## src/rtl/button_conditioner_pkg.sv

```systemverilog
// Shared types and default sizing for the push-button conditioner.
package btn_cond_pkg;

  localparam int DEF_N = 18;  // debounce counter width, window = 2^N clocks
  localparam int DEF_W = 3;   // number of button channels

  typedef enum logic [1:0] {
    ZERO  = 2'd0,
    WAIT1 = 2'd1,
    ONE   = 2'd2,
    WAIT0 = 2'd3
  } db_state_e;

endpackage

```

## src/rtl/button_conditioner_if.sv

```systemverilog
// Button bundle: raw levels in, debounced levels and edge ticks out.
interface button_conditioner_if #(
  parameter int W = btn_cond_pkg::DEF_W
);
  logic [W-1:0] btn;
  logic [W-1:0] db_level;
  logic [W-1:0] rise_tick;
  logic [W-1:0] fall_tick;

  modport master (output btn, input db_level, rise_tick, fall_tick);
  modport slave  (input btn, output db_level, rise_tick, fall_tick);
endinterface

```

## src/rtl/button_conditioner_debounce_fsm.sv

```systemverilog
// Single debounce channel: 2-flop synchronizer, stability counter,
// level FSM and registered edge ticks.
//
// state | meaning
// ------+-------------------------------------------------------------
// ZERO  | debounced low, input low
// WAIT1 | debounced low, input high, counting toward a confirmed press
// ONE   | debounced high, input high
// WAIT0 | debounced high, input low, counting toward a confirmed release
module debounce_fsm
  import btn_cond_pkg::*;
#(
  parameter int N = DEF_N
) (
  input  logic clk,
  input  logic reset_n,
  input  logic btn,
  output logic db_level,
  output logic rise_tick,
  output logic fall_tick
);

  localparam logic [N-1:0] CNT_MAX = {N{1'b1}};
  localparam logic [N-1:0] CNT_ONE = {{(N-1){1'b0}}, 1'b1};

  logic         s1, s2;
  db_state_e    state, state_nxt;
  logic [N-1:0] cnt, cnt_nxt;
  logic         rise_nxt, fall_nxt;

  // Bring the asynchronous button level into the clock domain.
  always_ff @(posedge clk or negedge reset_n) begin
    if (!reset_n) begin
      s1 <= 1'b0;
      s2 <= 1'b0;
    end else begin
      s1 <= btn;
      s2 <= s1;
    end
  end

  // State, counter and tick registers.
  always_ff @(posedge clk or negedge reset_n) begin
    if (!reset_n) begin
      state     <= ZERO;
      cnt       <= '0;
      rise_tick <= 1'b0;
      fall_tick <= 1'b0;
    end else begin
      state     <= state_nxt;
      cnt       <= cnt_nxt;
      rise_tick <= rise_nxt;
      fall_tick <= fall_nxt;
    end
  end

  // Next-state logic; the counter stops at terminal count because the FSM leaves the wait state there.
  always_comb begin
    state_nxt = state;
    cnt_nxt   = cnt;
    rise_nxt  = 1'b0;
    fall_nxt  = 1'b0;
    unique case (state)
      ZERO: begin
        if (s2) begin
          state_nxt = WAIT1;
          cnt_nxt   = '0;
        end
      end
      WAIT1: begin
        if (!s2) begin
          state_nxt = ZERO;
          cnt_nxt   = '0;
        end else if (cnt == CNT_MAX) begin
          state_nxt = ONE;
          rise_nxt  = 1'b1;
        end else begin
          cnt_nxt = cnt + CNT_ONE;
        end
      end
      ONE: begin
        if (!s2) begin
          state_nxt = WAIT0;
          cnt_nxt   = '0;
        end
      end
      WAIT0: begin
        if (s2) begin
          state_nxt = ONE;
          cnt_nxt   = '0;
        end else if (cnt == CNT_MAX) begin
          state_nxt = ZERO;
          fall_nxt  = 1'b1;
        end else begin
          cnt_nxt = cnt + CNT_ONE;
        end
      end
      default: begin
        state_nxt = ZERO;
        cnt_nxt   = '0;
      end
    endcase
  end

  // Level is a pure decode of the registered state.
  assign db_level = (state == ONE) || (state == WAIT0);

endmodule

```

## src/rtl/button_conditioner.sv

```systemverilog
// W independent debounced button channels with rise/fall ticks.
module button_conditioner
  import btn_cond_pkg::*;
#(
  parameter int N = DEF_N,
  parameter int W = DEF_W
) (
  input  logic                 clk,
  input  logic                 reset_n,
  button_conditioner_if.slave  bus
);

  logic [W-1:0] db_level_w;
  logic [W-1:0] rise_tick_w;
  logic [W-1:0] fall_tick_w;

  for (genvar i = 0; i < W; i++) begin : g_ch
    debounce_fsm #(.N(N)) u_ch (
      .clk       (clk),
      .reset_n   (reset_n),
      .btn       (bus.btn[i]),
      .db_level  (db_level_w[i]),
      .rise_tick (rise_tick_w[i]),
      .fall_tick (fall_tick_w[i])
    );
  end

  assign bus.db_level  = db_level_w;
  assign bus.rise_tick = rise_tick_w;
  assign bus.fall_tick = fall_tick_w;

endmodule
```

## src/flat_wrapper.sv

```systemverilog
// flat-port wrapper written by rule: the top's interface ports become plain ports
module button_conditioner_flat import btn_cond_pkg::*;
#(
  parameter int N = DEF_N,
  parameter int W = DEF_W
)
  (clk, reset_n, bus_btn, bus_db_level, bus_rise_tick, bus_fall_tick);
  button_conditioner_if #(.W(W)) bus_i ();
  input  logic clk;
  input  logic reset_n;
  input wire logic [$bits(bus_i.btn)-1:0] bus_btn;
  output wire logic [$bits(bus_i.db_level)-1:0] bus_db_level;
  output wire logic [$bits(bus_i.rise_tick)-1:0] bus_rise_tick;
  output wire logic [$bits(bus_i.fall_tick)-1:0] bus_fall_tick;
  assign bus_i.btn = bus_btn;
  assign bus_db_level = bus_i.db_level;
  assign bus_rise_tick = bus_i.rise_tick;
  assign bus_fall_tick = bus_i.fall_tick;
  button_conditioner #(.N(N), .W(W)) u_core (.clk(clk), .reset_n(reset_n), .bus(bus_i));
endmodule
```

## config.mk

```make
export PLATFORM = sky130hd
export DESIGN_NAME = button_conditioner_flat
export DESIGN_NICKNAME = d
export VERILOG_FILES = /design/src/rtl/button_conditioner_pkg.sv /design/src/rtl/button_conditioner_if.sv /design/src/rtl/button_conditioner_debounce_fsm.sv /design/src/rtl/button_conditioner.sv /design/src/flat_wrapper.sv
export SDC_FILE = /design/constraint.sdc
export NUM_CORES = 1
export LEC_CHECK = 0
export ABC_AREA = 1
export CORE_ASPECT_RATIO = 1.1
export CORE_MARGIN = 8
export CORE_UTILIZATION = 65
export CTS_CLUSTER_SIZE = 30
export DETAILED_ROUTE_END_ITERATION = 16
export HOLD_SLACK_MARGIN = 0.05
export PLACE_DENSITY = 0.92
export REMOVE_ABC_BUFFERS = 1
export SYNTH_ARGS = -nofsm -noshare
export SYNTH_HDL_FRONTEND = slang
export SYNTH_SLANG_ARGS = --single-unit
```

## constraint.sdc

```tcl
create_clock -name clk -period 3.3 [get_ports clk]
set_input_delay 0.33 -clock clk [delete_from_list [all_inputs] [get_ports clk]]
set_output_delay 0.33 -clock clk [all_outputs]
set_load 0.01 [all_outputs]
```

==> metrics.txt, run 1 <==
gpl congestion=0.930; Critical R2R Capture=u_core.g_ch[2].u_ch.cnt[15]; clk_skew=0.0110 ns; clock buffer depth=2; clock buffer count from CTS=9; pre-CTS WS=1.21 ns; Post-synth EDFFs=0; Final #Nets=692; synth top area cells=dfrtp_1, nand2_1, nand3_1, nor2_1, inv_1; worst setup path endpoint=u_core.g_ch[2].u_ch.cnt[15]; register area share after synthesis=0.378; Antenna Cells=0; fin crit share=0.657; most frequent cells after synthesis=nand2_1, nand3_1, dfrtp_1; CP startpoint kind=flip-flop; RSZ-0062 raised after global routing=no; Vias=4,508; FFs w/ async S/R, synth=1.00; Core Util, Final=0.717; Data arrival, critical path=2.44 ns; max_cap viols=0; Slew @ Worst Pin=0.981 ns; Avg Cell Area, Syn=6.94 sq um; WL final=11,200 microns; Max Fclk=0.461 GHz; worst hold margin=0.0993 ns; post-route ant nets=0; CTS tree=yes; area delta synth->final=5.96%; clock sink total=72; Worst VDD drop=0.000345 V; dpl hpwl=7740 microns; CP Max Fanout=13; class of the worst hold path=primary input to async pin; Std-Cell Core Area=7050 sq um; r2r setup slk=1.13 ns; setup tns final=0 ns; layout cells sized above 1=0.103; fin cells=774; Via density=5.82; Total GRT Usage=0.219; Max Slew Vio Count=0; relative slew slack=0.344; Worst-Skew Late Latency=0.35 ns; Setup crit end kind=flip-flop; status=complete, no violations; area of the mapped netlist=4770 sq um; Initial Utilization=0.676; Cells after Synth=687; Setup Buffers After CTS=0; largest net degree at the start of global routing=73; die area=10,300 sq um; largest area contributor in the synthesized netlist=dfrtp_1; CTS clk-pin slew, worst paths=0.08 ns; count leader, synth=nand2_1; r2r startpoint=u_core.g_ch[2].u_ch.s2; Req. time, crit path=3.57 ns; io pins=14; drt initial violations=449; # resized after CTS=0; filler instances=551; vias in the first global route=4,450; setup violators final=0; Synth Register Bits=72; global-route wire length before repair=19,200 microns; worst setup margin=1.13 ns; routed len/inst=14.4 microns; chip width=97.6 microns; Critical Path Source=u_core.g_ch[2].u_ch.s2; cell depth of the worst flop-to-flop path=9; PortBufs=13; Hold-fix buffers, CTS=0; drc violations=0; H-tree depth=3; Die Y-Extent=106 microns; FP Rows=32; area share of the largest cell type after synthesis=0.378; Unique masters post-synth=34; Ys Warns=0; GRT overflow=0; pwr dens=338 nW/um^2; root buf cell=clkbuf_8; DRT Pass-1 Iters=5; initial antenna violation count=0; Tmin final=2.17 ns; Top FF cell, synth=dfrtp_1; P_leak=2.51 nW; dpl cells=758; Hold Fails Final Rpt=0; CP Class=flip-flop to flip-flop
-- routing by layer --
metal	up-vias	wire length (microns)	global-route usage
li1	2192	-	-
met1	2110	4750	0.258
met2	176	5510	0.373
met3	30	672	0.0359
met4	0	245	0.124
met5	-	0	0
-- flip-flops by register name, indices dropped and copies added (netlist names), named ones only --
signal	count
u_core.g_ch.u_ch.fall_tick	3
u_core.g_ch.u_ch.state	3
u_core.g_ch.u_ch.s2	3
u_core.g_ch.u_ch.rise_tick	3
u_core.g_ch.u_ch.s1	3
u_core.g_ch.u_ch.cnt	54
-- layout make-up --
| cell class | count | area, sq um | share of cell area |
|---|---|---|---|
| well taps | 85 | 106 | 0.0211 |
| repair buffers | 14 | 135 | 0.0268 |
| clock inverters | 5 | 56.3 | 0.0111 |
| inverters | 71 | 267 | 0.0528 |
| multi-input cells | 516 | 2540 | 0.503 |
| flip-flops and latches | 72 | 1800 | 0.357 |
| clock buffers | 11 | 141 | 0.0280 |
-- worst min-delay path by stage --
| stage | start | endpoint | slack [ns] | cells past startpoint |
|---|---|---|---|---|
| global placement | u_core.g_ch[1].u_ch.s1 | u_core.g_ch[1].u_ch.s2 | 0.33 | 0 |
| CTS | reset_n | u_core.g_ch[2].u_ch.cnt[17] | 0.14 | 1 |
| finish | reset_n | u_core.g_ch[2].u_ch.cnt[16] | 0.1 | 1 |
| detailed placement | u_core.g_ch[1].u_ch.s1 | u_core.g_ch[1].u_ch.s2 | 0.34 | 0 |
| global route | reset_n | u_core.g_ch[2].u_ch.cnt[10] | 0.18 | 1 |
| floorplan | reset_n | async pin | 0.03 | 0 |
-- critical path, stage by stage, from the launching register on --
cell and delay (ns):
dfrtp_1 0.59, inv_1 0.29, nand2_1 0.15, nand2_1 0.11, inv_2 0.09, nand2_1 0.08
inv_1 0.37, or2_1 0.20, nand2_1 0.08, a21oi_1 0.13
-- power breakdown --
| group | switching (mW) | internal, mW | leakage [nW] |
|---|---|---|---|
| Clock | 0.344 | 0.369 | 0.0993 |
| Sequential | 0.0138 | 0.893 | 0.981 |
| Combinational | 0.0699 | 0.0198 | 1.43 |
| Total | 0.427 | 1.28 | 2.51 |
-- logic make-up after synthesis --
kind of cell,Yosys count,synth area share
AOI/OAI and AO/OA,24,0.0281
xor gates and xnor gates,17,0.0312
adders and majority gates,3,0.00788
buffers and inverters,99,0.0885
DFF,72,0.378
and+or+nand+nor,472,0.466
-- placed cells by master, fill, tap and decap left out, drive strengths merged, types with 2 or more instances in the layout --
master	n
a21oi	5
buf	2
clkbuf	11
clkdlybuf4s50	12
clkinv	9
dfrtp	72
ha	3
inv	65
nand2	225
nand3	137
nand4	21
nor2	80
nor3	7
o21ai	13
o21bai	4
xnor2	8
xor2	9
-- stage by stage --
stage / total power, mW / cell area (sq um)
after CTS: 1.71 / 5050
after global routing: 1.76 / 5050
final: 1.71 / 5050
after global placement: 1.01 / 4850
after floorplan: 0.969 / 4610
after detailed placement: 1.01 / 4850
Note: power is estimated with default switching activity, not from simulation.
==> inputs of run 2 (changes only) <==
--- a/config.mk
+++ b/config.mk
@@ -8,11 +8,11 @@
 export ABC_AREA = 1
 export CORE_ASPECT_RATIO = 1.1
 export CORE_MARGIN = 8
-export CORE_UTILIZATION = 65
+export CORE_UTILIZATION = 62
 export CTS_CLUSTER_SIZE = 30
 export DETAILED_ROUTE_END_ITERATION = 16
 export HOLD_SLACK_MARGIN = 0.05
-export PLACE_DENSITY = 0.92
+export PLACE_DENSITY = 0.88
 export REMOVE_ABC_BUFFERS = 1
 export SYNTH_ARGS = -nofsm -noshare
 export SYNTH_HDL_FRONTEND = slang
==> constraint.sdc (replaced) <==
create_clock -name clk -period 2 [get_ports clk]
set_input_delay 0.2 -clock clk [delete_from_list [all_inputs] [get_ports clk]]
set_output_delay 0.2 -clock clk [all_outputs]
set_load 0.01 [all_outputs]
==> metrics.txt, run 2 (synthesis gave the netlist of run 1 again) <==
vias in the first global route=4,379; dpl cells=785; chip width=99.6 microns; clock sink total=72; DRT Pass-1 Iters=5; dpl hpwl=7770 microns; Req. time, crit path=2.28 ns; worst hold margin=0.290 ns; Worst VDD drop=0.000467 V; Via density=5.63; P_leak=2.55 nW; relative slew slack=0.535; status=complete, no violations; CP startpoint kind=flip-flop; largest net degree at the start of global routing=39; H-tree depth=3; r2r setup slk=0.23 ns; CTS clk-pin slew, worst paths=0.08 ns; gpl congestion=0.934; root buf cell=clkbuf_8; global-route wire length before repair=19,000 microns; PortBufs=13; layout cells sized above 1=0.112; io pins=14; CP Class=flip-flop to flip-flop; Hold Fails Final Rpt=0; pwr dens=554 nW/um^2; clock buffer depth=2; CTS tree=yes; most frequent cells in the layout=nand2_1, nand3_1, dfrtp_1; HP Start=bus_btn[0]; setup violators final=0; WL final=10,700 microns; die area=10,800 sq um; max_cap viols=0; Std-Cell Core Area=7470 sq um; Initial Utilization=0.638; area delta synth->final=8.22%; Slew @ Worst Pin=0.695 ns; Hold Path Sink=u_core.g_ch[0].u_ch.s1; Worst-Skew Late Latency=0.35 ns; Antenna Cells=0; RSZ-0062 raised after global routing=no; Tmin final=1.77 ns; routed len/inst=13.4 microns; r2r startpoint=u_core.g_ch[0].u_ch.cnt[0]; Final #Nets=700; Critical R2R Capture=u_core.g_ch[0].u_ch.cnt[6]; Critical Path Source=u_core.g_ch[0].u_ch.cnt[0]; class of the worst hold path=primary input to flip-flop; drt initial violations=312; Vias=4,510; Die Y-Extent=108 microns; Total GRT Usage=0.211; post-route ant nets=0; Data arrival, critical path=2.06 ns; CP Max Fanout=8; CP max-delay cell=dfrtp_1; Hold Crit Depth=1; Max Slew Vio Count=0; Critical Path Max Stage Delay=0.44 ns; clk_skew=0.00937 ns; clock buffer count from CTS=9; fin crit share=0.886; GRT overflow=0; cell depth of the worst flop-to-flop path=11; fin cells=801; Setup crit end kind=flip-flop; most common cell after layout, fill and taps aside=nand2_1; Max Fclk=0.564 GHz; drc violations=0; setup tns final=0 ns; initial antenna violation count=0; FP Rows=33; Biggest register=u_core.g_ch.u_ch.cnt; max reg flops=54; critical-path cell list=ha_1 > nand2_2 > nor2_2 > nand2_4 > nor2_8 > nand3_4 > nand2_2 > inv_2 > nand2_1 > nand2_1 > nor2_1
==> run 2: changes by cell type in the layout (fill, tap and decap cells not counted) <==
cell	delta
buf_12	+1
clkinv_2	-2
clkinvlp_4	+1
clkbuf_8	+1
buf_4	+6
dlygate4sd3_1	+1
clkbuf_1	-1
==> run 2: critical path, delay by kind of cell, from the launching register on <==
| family | cells | cell delay, ns |
|---|---|---|
| adders and majority gates | 1 | 0.24 |
| and+or+nand+nor | 9 | 0.97 |
| DFF | 1 | 0.44 |
| buffers and inverters | 1 | 0.05 |
==> run 2: through the flow <==
stage / area (sq um) / util / setup WS [ns] / power, mW
CTS: 5160 / 0.690 / 0.237 / 2.88
detailed placement: 4940 / 0.661 / 0.254 / 1.68
global route: 5160 / 0.690 / 0.0704 / 2.95
global placement: 4940 / 0.661 / 0.345 / 1.68
floorplan: 4610 / - / 0.340 / 1.60
finish: 5160 / 0.690 / 0.228 / 2.86
==> run 2: final cells by class <==
type	instances	area, sq um
multi-input cells	516	2540
clock inverters	4	53.8
flip-flops and latches	72	1800
clock buffers	11	151
well taps	105	131
fillers	624	2320
inverters	71	267
repair buffers	22	210
==> run 2: power breakdown <==
group	switching, mW	internal, mW
registers	0.0226	1.47
clock network	0.565	0.640
logic	0.115	0.0445
total	0.702	2.16
==> run 2: layer usage <==
layer  wire (microns)  track usage  vias up
met5                0            0        -
met2             5420        0.364      143
met1             4590        0.255     2141
li1                 -            -     2206
met4              165       0.0844        0
met3              521       0.0398       20
==> run 2: worst max-delay path by stage <==
stage	to	slack [ns]	cells past startpoint
after CTS	u_core.g_ch[0].u_ch.cnt[6]	0.24	11
after detailed placement	u_core.g_ch[0].u_ch.cnt[6]	0.25	11
final	u_core.g_ch[0].u_ch.cnt[6]	0.23	11
after global placement	u_core.g_ch[0].u_ch.cnt[6]	0.34	11
after global routing	u_core.g_ch[0].u_ch.cnt[6]	0.07	11
after floorplan	u_core.g_ch[1].u_ch.cnt[10]	0.34	7
==> run 2: what timing repair did <==
action | CTS | global route
buffers inserted | 0 | 0
resized for setup | 0 | 0
hold endpoints to repair | 37 | 0
hold buffers | 1 | 0
